`src/rtl/key_debounce_pkg.sv`:
```
// Shared state encoding and default timing constants for the key debouncer.
package key_debounce_pkg;

  // Per-channel debounce FSM states.
  typedef enum logic [1:0] {
    StUp      = 2'd0,
    StDebDown = 2'd1,
    StDown    = 2'd2,
    StDebUp   = 2'd3
  } deb_state_e;

  // 10 MHz clock -> 10000 cycles per millisecond.
  localparam int unsigned ClkPerMsDefault   = 10000;
  // A raw level must stay stable this many ms before it is accepted.
  localparam int unsigned DebounceMsDefault = 20;

endpackage

```
`src/rtl/key_debounce_channel.sv`:
```
// One push-button channel: 2-flop synchronizer, debounce FSM with ms counter,
// registered level and one-cycle press/release pulses.
module debounce_channel
  import key_debounce_pkg::*;
#(
  parameter int unsigned DEBOUNCE_MS = DebounceMsDefault
) (
  input  logic Clk_10M,
  input  logic Reset,
  input  logic key_raw,      // active-low, asynchronous
  input  logic tick,         // shared 1 ms strobe
  output logic key_level,
  output logic key_press,
  output logic key_release
);

  localparam int unsigned CntW = (DEBOUNCE_MS > 0) ? $clog2(DEBOUNCE_MS + 1) : 1;
  localparam logic [CntW-1:0] CntMax = CntW'(DEBOUNCE_MS);

  logic            sync1_q, sync2_q;
  logic            key_sync;
  deb_state_e      state_q;
  logic [CntW-1:0] cnt_q;
  logic            level_q, press_q, release_q;

  // Two-flop synchronizer; reset value 1 means "released".
  always_ff @(posedge Clk_10M) begin
    if (Reset) begin
      sync1_q <= 1'b1;
      sync2_q <= 1'b1;
    end else begin
      sync1_q <= key_raw;
      sync2_q <= sync1_q;
    end
  end

  assign key_sync = ~sync2_q;

  // Debounce FSM; level and pulses are registered alongside the state.
  // Acceptance is decided on a tick once the counter already holds DEBOUNCE_MS,
  // so the partial first ms plus DEBOUNCE_MS full ms must elapse.
  always_ff @(posedge Clk_10M) begin
    if (Reset) begin
      state_q   <= StUp;
      cnt_q     <= '0;
      level_q   <= 1'b0;
      press_q   <= 1'b0;
      release_q <= 1'b0;
    end else begin
      press_q   <= 1'b0;
      release_q <= 1'b0;
      unique case (state_q)
        StUp: begin
          if (key_sync) begin
            state_q <= StDebDown;
            cnt_q   <= '0;
          end
        end
        StDebDown: begin
          if (!key_sync) begin
            state_q <= StUp;
          end else if (tick) begin
            if (cnt_q == CntMax) begin
              state_q <= StDown;
              level_q <= 1'b1;
              press_q <= 1'b1;
            end else begin
              cnt_q <= cnt_q + 1'b1;
            end
          end
        end
        StDown: begin
          if (!key_sync) begin
            state_q <= StDebUp;
            cnt_q   <= '0;
          end
        end
        StDebUp: begin
          if (key_sync) begin
            state_q <= StDown;
          end else if (tick) begin
            if (cnt_q == CntMax) begin
              state_q   <= StUp;
              level_q   <= 1'b0;
              release_q <= 1'b1;
            end else begin
              cnt_q <= cnt_q + 1'b1;
            end
          end
        end
        default: state_q <= StUp;
      endcase
    end
  end

  assign key_level   = level_q;
  assign key_press   = press_q;
  assign key_release = release_q;

endmodule

```
`src/rtl/key_debounce.sv`:
```
// Multi-key debouncer: shared 1 ms prescaler plus N_KEYS independent channels.
module key_debounce
  import key_debounce_pkg::*;
#(
  parameter int unsigned N_KEYS      = 2,
  parameter int unsigned CLK_PER_MS  = ClkPerMsDefault,
  parameter int unsigned DEBOUNCE_MS = DebounceMsDefault
) (
  input  logic              Clk_10M,
  input  logic              Reset,
  input  logic [N_KEYS-1:0] KEY,
  output logic [N_KEYS-1:0] key_level,
  output logic [N_KEYS-1:0] key_press,
  output logic [N_KEYS-1:0] key_release,
  output logic              tick_1k
);

  localparam int unsigned PreW = (CLK_PER_MS > 1) ? $clog2(CLK_PER_MS) : 1;
  localparam logic [PreW-1:0] PreMax = PreW'(CLK_PER_MS - 1);

  logic [PreW-1:0] pre_q, pre_d;
  logic            tick_q;

  // Next prescaler count, wrapping at CLK_PER_MS-1.
  always_comb begin
    pre_d = (pre_q == PreMax) ? '0 : pre_q + 1'b1;
  end

  // Prescaler; tick_q is high exactly while pre_q sits at its terminal count.
  always_ff @(posedge Clk_10M) begin
    if (Reset) begin
      pre_q  <= '0;
      tick_q <= 1'b0;
    end else begin
      pre_q  <= pre_d;
      tick_q <= (pre_d == PreMax);
    end
  end

  assign tick_1k = tick_q;

  for (genvar i = 0; i < N_KEYS; i++) begin : g_chan
    debounce_channel #(
      .DEBOUNCE_MS(DEBOUNCE_MS)
    ) u_chan (
      .Clk_10M    (Clk_10M),
      .Reset      (Reset),
      .key_raw    (KEY[i]),
      .tick       (tick_q),
      .key_level  (key_level[i]),
      .key_press  (key_press[i]),
      .key_release(key_release[i])
    );
  end

endmodule

```
`config.mk`:
```
export PLATFORM = sky130hd
export DESIGN_NAME = key_debounce
export DESIGN_NICKNAME = d
export VERILOG_FILES = /design/src/rtl/key_debounce_pkg.sv /design/src/rtl/key_debounce_channel.sv /design/src/rtl/key_debounce.sv
export SDC_FILE = /design/constraint.sdc
export NUM_CORES = 1
export LEC_CHECK = 0
export CAP_MARGIN = 20
export CORE_UTILIZATION = 50
export DETAILED_ROUTE_END_ITERATION = 12
export PLACE_DENSITY_LB_ADDON = 0.1
export SLEW_MARGIN = 20
export SYNTH_ARGS = -nofsm -noshare
export SYNTH_HDL_FRONTEND = slang
export SYNTH_SLANG_ARGS = --single-unit
```
`constraint.sdc`:
```
create_clock -name Clk_10M -period 2.3 [get_ports Clk_10M]
set_input_delay 0.69 -clock Clk_10M [delete_from_list [all_inputs] [get_ports Clk_10M]]
set_output_delay 0.69 -clock Clk_10M [all_outputs]
set_load 0.03 [all_outputs]
```
==> results.json <==
{
  "cts_inserted_buffers": 5,
  "max_freq_mhz": 479.2,
  "route.final.wire_length_um": 3224,
  "postRouteAntennaNets": 0,
  "route.detailed.drc": 0,
  "routed-via-count": 1411,
  "clock_skew_ns": 0.01036,
  "gr-max-usage-layer": "met2",
  "crit_type": "reg -> out",
  "postCtsHoldBufs": 0,
  "worst-path-max-fanout": 3,
  "switching_fraction_of_total_power_pct": 20.18,
  "yosysMostFrequentCell": "sky130_fd_sc_hd__dfxtp_1",
  "cts_buffer_depth": 2,
  "die_y_um": 62.18,
  "pwr-share-seq_pct": 52.9,
  "yosys-top-cells-count": "sky130_fd_sc_hd__dfxtp_1, sky130_fd_sc_hd__nor2_1, sky130_fd_sc_hd__nand2_1, sky130_fd_sc_hd__xnor2_1, sky130_fd_sc_hd__inv_1",
  "h_tree_lvl_count": 2,
  "crit_arrival_ns": 1.40,
  "setup_viol": 0,
  "first_global_vias": 1269,
  "grt_use_met1_pct": 22.06,
  "synthesis.yosys.warnings": 0,
  "fp.dieArea_sq_um": 3866,
  "skew_pair_late_insertion_delay_ns": 0.35,
  "critical_path_buf_inv_count": 1,
  "synth.avg_cell_area_sq_um": 8.789,
  "switchingPower_uw": 266.3,
  "grt_use_total_pct": 18.25,
  "max_slew_margin_pct": 56.49,
  "outcome": "complete, no violations",
  "layout_min_cycle_time_ns": 2.087,
  "critical_path.max_stage_delay_ns": 0.68,
  "worst_case_vdd_ir_drop_mv": 0.5058,
  "worst_slew_pin_slew_ns": 0.6504,
  "proportion_of_layout_cells_with_a_drive_suffix_above_1_pct": 9.346,
  "ys_top_cells_by_area": "sky130_fd_sc_hd__dfxtp_1, sky130_fd_sc_hd__xnor2_1, sky130_fd_sc_hd__nor2_1",
  "wl_per_cell_um": 12.40,
  "cts_tree": "yes",
  "p_comb_share_pct": 4.6,
  "net_count_after_synthesis": 215,
  "num-nets-final": 222,
  "core-area_sq_um": 3390,
  "cp-startpoint": "g_chan[1].u_chan.key_level",
  "dp_hpwl_um": 2327,
  "endpoint_kind": "output pin",
  "critPathLaunchType": "register",
  "hold_path_startpoint": "g_chan[1].u_chan.sync1_q",
  "async_flop_share_pct": 0,
  "count_of_antenna_diodes_in_the_layout": 0,
  "maximum_number_of_pins_on_one_net_before_global_route_repair": 14,
  "final_weighted_congestion_of_routability_driven_global_placement": 0.7734,
  "via_cell_ratio": 5.427,
  "timing.final.hold_violations": 0,
  "area_growth_syn_to_layout_pct": 11.40,
  "root_buffer": "sky130_fd_sc_hd__clkbuf_4",
  "path_cells": "clkdlybuf4s50_1",
  "holdCritPathClass": "reg -> reg",
  "synth_enable_flop_cells": 0,
  "timing.critical_path.required_ns": 1.61,
  "grt_setup_unrepaired": "false",
  "maxSlewViolCount": 0,
  "dieWidth_um": 62.18,
  "slowest_cp_cell": "sky130_fd_sc_hd__clkdlybuf4s50_1",
  "power.density_cell_area_nw_per_um2": 654.4,
  "grt_overflow": 0,
  "clkSlewWorstSetupHoldPaths_ns": 0.11,
  "timing.rr.start": "g_chan[0].u_chan.cnt_q[0]",
  "setup_total_negative_slack_ns": 0,
  "synth_cell_types": 38,
  "start_util_pct": 53.41,
  "maxCapViolCount": 0,
  "yosys_register_bits": 39,
  "power.internal_mw": 1.054,
  "post_synth_inst_count": 206,
  "drt_iter0_markers": 95,
  "drt_first_pass_iters": 4,
  "io_pins": 11,
  "cp_top_family": "buffers and inverters",
  "total_power_mw": 1.320,
  "post-cts-setup-buffers": 0,
  "netlist.top_cell.by_area": "sky130_fd_sc_hd__dfxtp_1",
  "placementRows": 21,
  "synth_top_area_share_pct": 43.12,
  "grtUsageMet2_pct": 29.12,
  "ys_seq_area_share_pct": 43.12,
  "grt_pass1_wl_um": 5499,
  "globalRouteMet3Util_pct": 7.169,
  "antenna_found_initial": 0,
  "power.clock.fraction_pct": 42.4,
  "port_buffers": 10,
  "syn-cell-area_sq_um": 1810,
  "power.static_leakage_nw": 0.6584,
  "ratio_of_final_minimum_period_to_clock_period_pct": 90.73,
  "cts.sink_count": 39,
  "predominant_post_synthesis_flop_cell": "sky130_fd_sc_hd__dfxtp_1",
  "cts_resized": 0
}
## power by group through the flow
stage	logic [mW]	registers, mW	clock network (mW)
floorplan	0.0465	0.710	0
global placement	0.0589	0.713	0
detailed placement	0.0614	0.714	0
CTS	0.0615	0.699	0.576
global route	0.0668	0.701	0.615
finish	0.0608	0.699	0.560
## final cells by class
type                       count  area, sq um
clock inverter                 2        60.06
tap                           46        57.56
clock buffer                   6        41.29
timing repair buffer          13        122.6
multi-input combinational    143        913.4
fill                         302         1373
sequential                    39        780.7
inverter                      11        41.29
## sequential cells by signal, summed over array words and instances, names as in the netlist, named ones only
register,flops
g_chan.u_chan.cnt_q,10
g_chan.u_chan.key_level,2
g_chan.u_chan.key_press,2
g_chan.u_chan.key_release,2
g_chan.u_chan.state_q,2
g_chan.u_chan.sync1_q,2
g_chan.u_chan.sync2_q,2
pre_q,14
tick_1k,1
## worst paths after layout
path	to	slack [ns]	cells past startpoint
max	key_level[1]	0.21	1
min	g_chan[1].u_chan.sync2_q	0.43	1
max reg2reg	g_chan[0].u_chan.cnt_q[4]	0.49	6
min reg2reg	g_chan[1].u_chan.sync2_q	0.43	1
## placed cells by master (no fill, tap or decap), types with 2 or more instances in the layout
cell type,n
sky130_fd_sc_hd__o31ai_1,4
sky130_fd_sc_hd__xnor2_1,13
sky130_fd_sc_hd__or4_1,5
sky130_fd_sc_hd__a211oi_1,2
sky130_fd_sc_hd__buf_4,3
sky130_fd_sc_hd__nand3_1,10
sky130_fd_sc_hd__dfxtp_1,39
sky130_fd_sc_hd__clkdlybuf4s50_1,10
sky130_fd_sc_hd__a21boi_0,4
sky130_fd_sc_hd__o21bai_1,2
sky130_fd_sc_hd__nand2b_1,2
sky130_fd_sc_hd__mux2i_1,2
sky130_fd_sc_hd__or2_2,5
sky130_fd_sc_hd__nor3_1,10
sky130_fd_sc_hd__bufinv_16,2
sky130_fd_sc_hd__nand2_1,13
sky130_fd_sc_hd__nand4b_1,3
sky130_fd_sc_hd__nor2_1,22
sky130_fd_sc_hd__clkbuf_4,5
sky130_fd_sc_hd__xor2_1,4
sky130_fd_sc_hd__ha_1,5
sky130_fd_sc_hd__nor3b_1,2
sky130_fd_sc_hd__nand4_1,3
sky130_fd_sc_hd__a21oi_1,9
sky130_fd_sc_hd__inv_1,11
sky130_fd_sc_hd__nor4_1,6
sky130_fd_sc_hd__o21ai_0,6
## metal layers
| layer | vias to the layer above | part of all wire [%] |
|---|---|---|
| met5 | - | 0 |
| met4 | 0 | 0.90 |
| met3 | 2 | 3.7 |
| met2 | 26 | 46 |
| met1 | 654 | 50 |
| li1 | 729 | - |
## kinds of logic (layout without fill, tap and decap cells)
| group | count (synthesis) | in the layout | synth area share, % |
|---|---|---|---|
| AND/OR/NAND/NOR | 87 | 87 | 25.71 |
| buffers and inverters | 24 | 32 | 6.426 |
| AO/OA/AOI/OAI | 32 | 32 | 11.96 |
| flip-flops | 39 | 39 | 43.12 |
| adder cells (fa/ha/maj) | 5 | 5 | 3.455 |
| multiplexers | 2 | 2 | 1.106 |
| XOR/XNOR | 17 | 17 | 8.224 |
## stage by stage
step           instances  worst slack, ns  util, %  hold WS [ns]  cell area [sq um]
5_1_grt              260           0.1459    59.51        0.4459               2017
3_3_place_gp         252           0.4042    56.52        0.3921               1916
6_report             260           0.2131    59.51        0.4310               2017
3_5_place_dp         252           0.3658    56.52        0.4072               1916
2_1_floorplan        206           0.6996        -        0.3895               1810
4_1_cts              260           0.1861    59.51        0.4340               2017
Power figures use the tool's default switching activity.
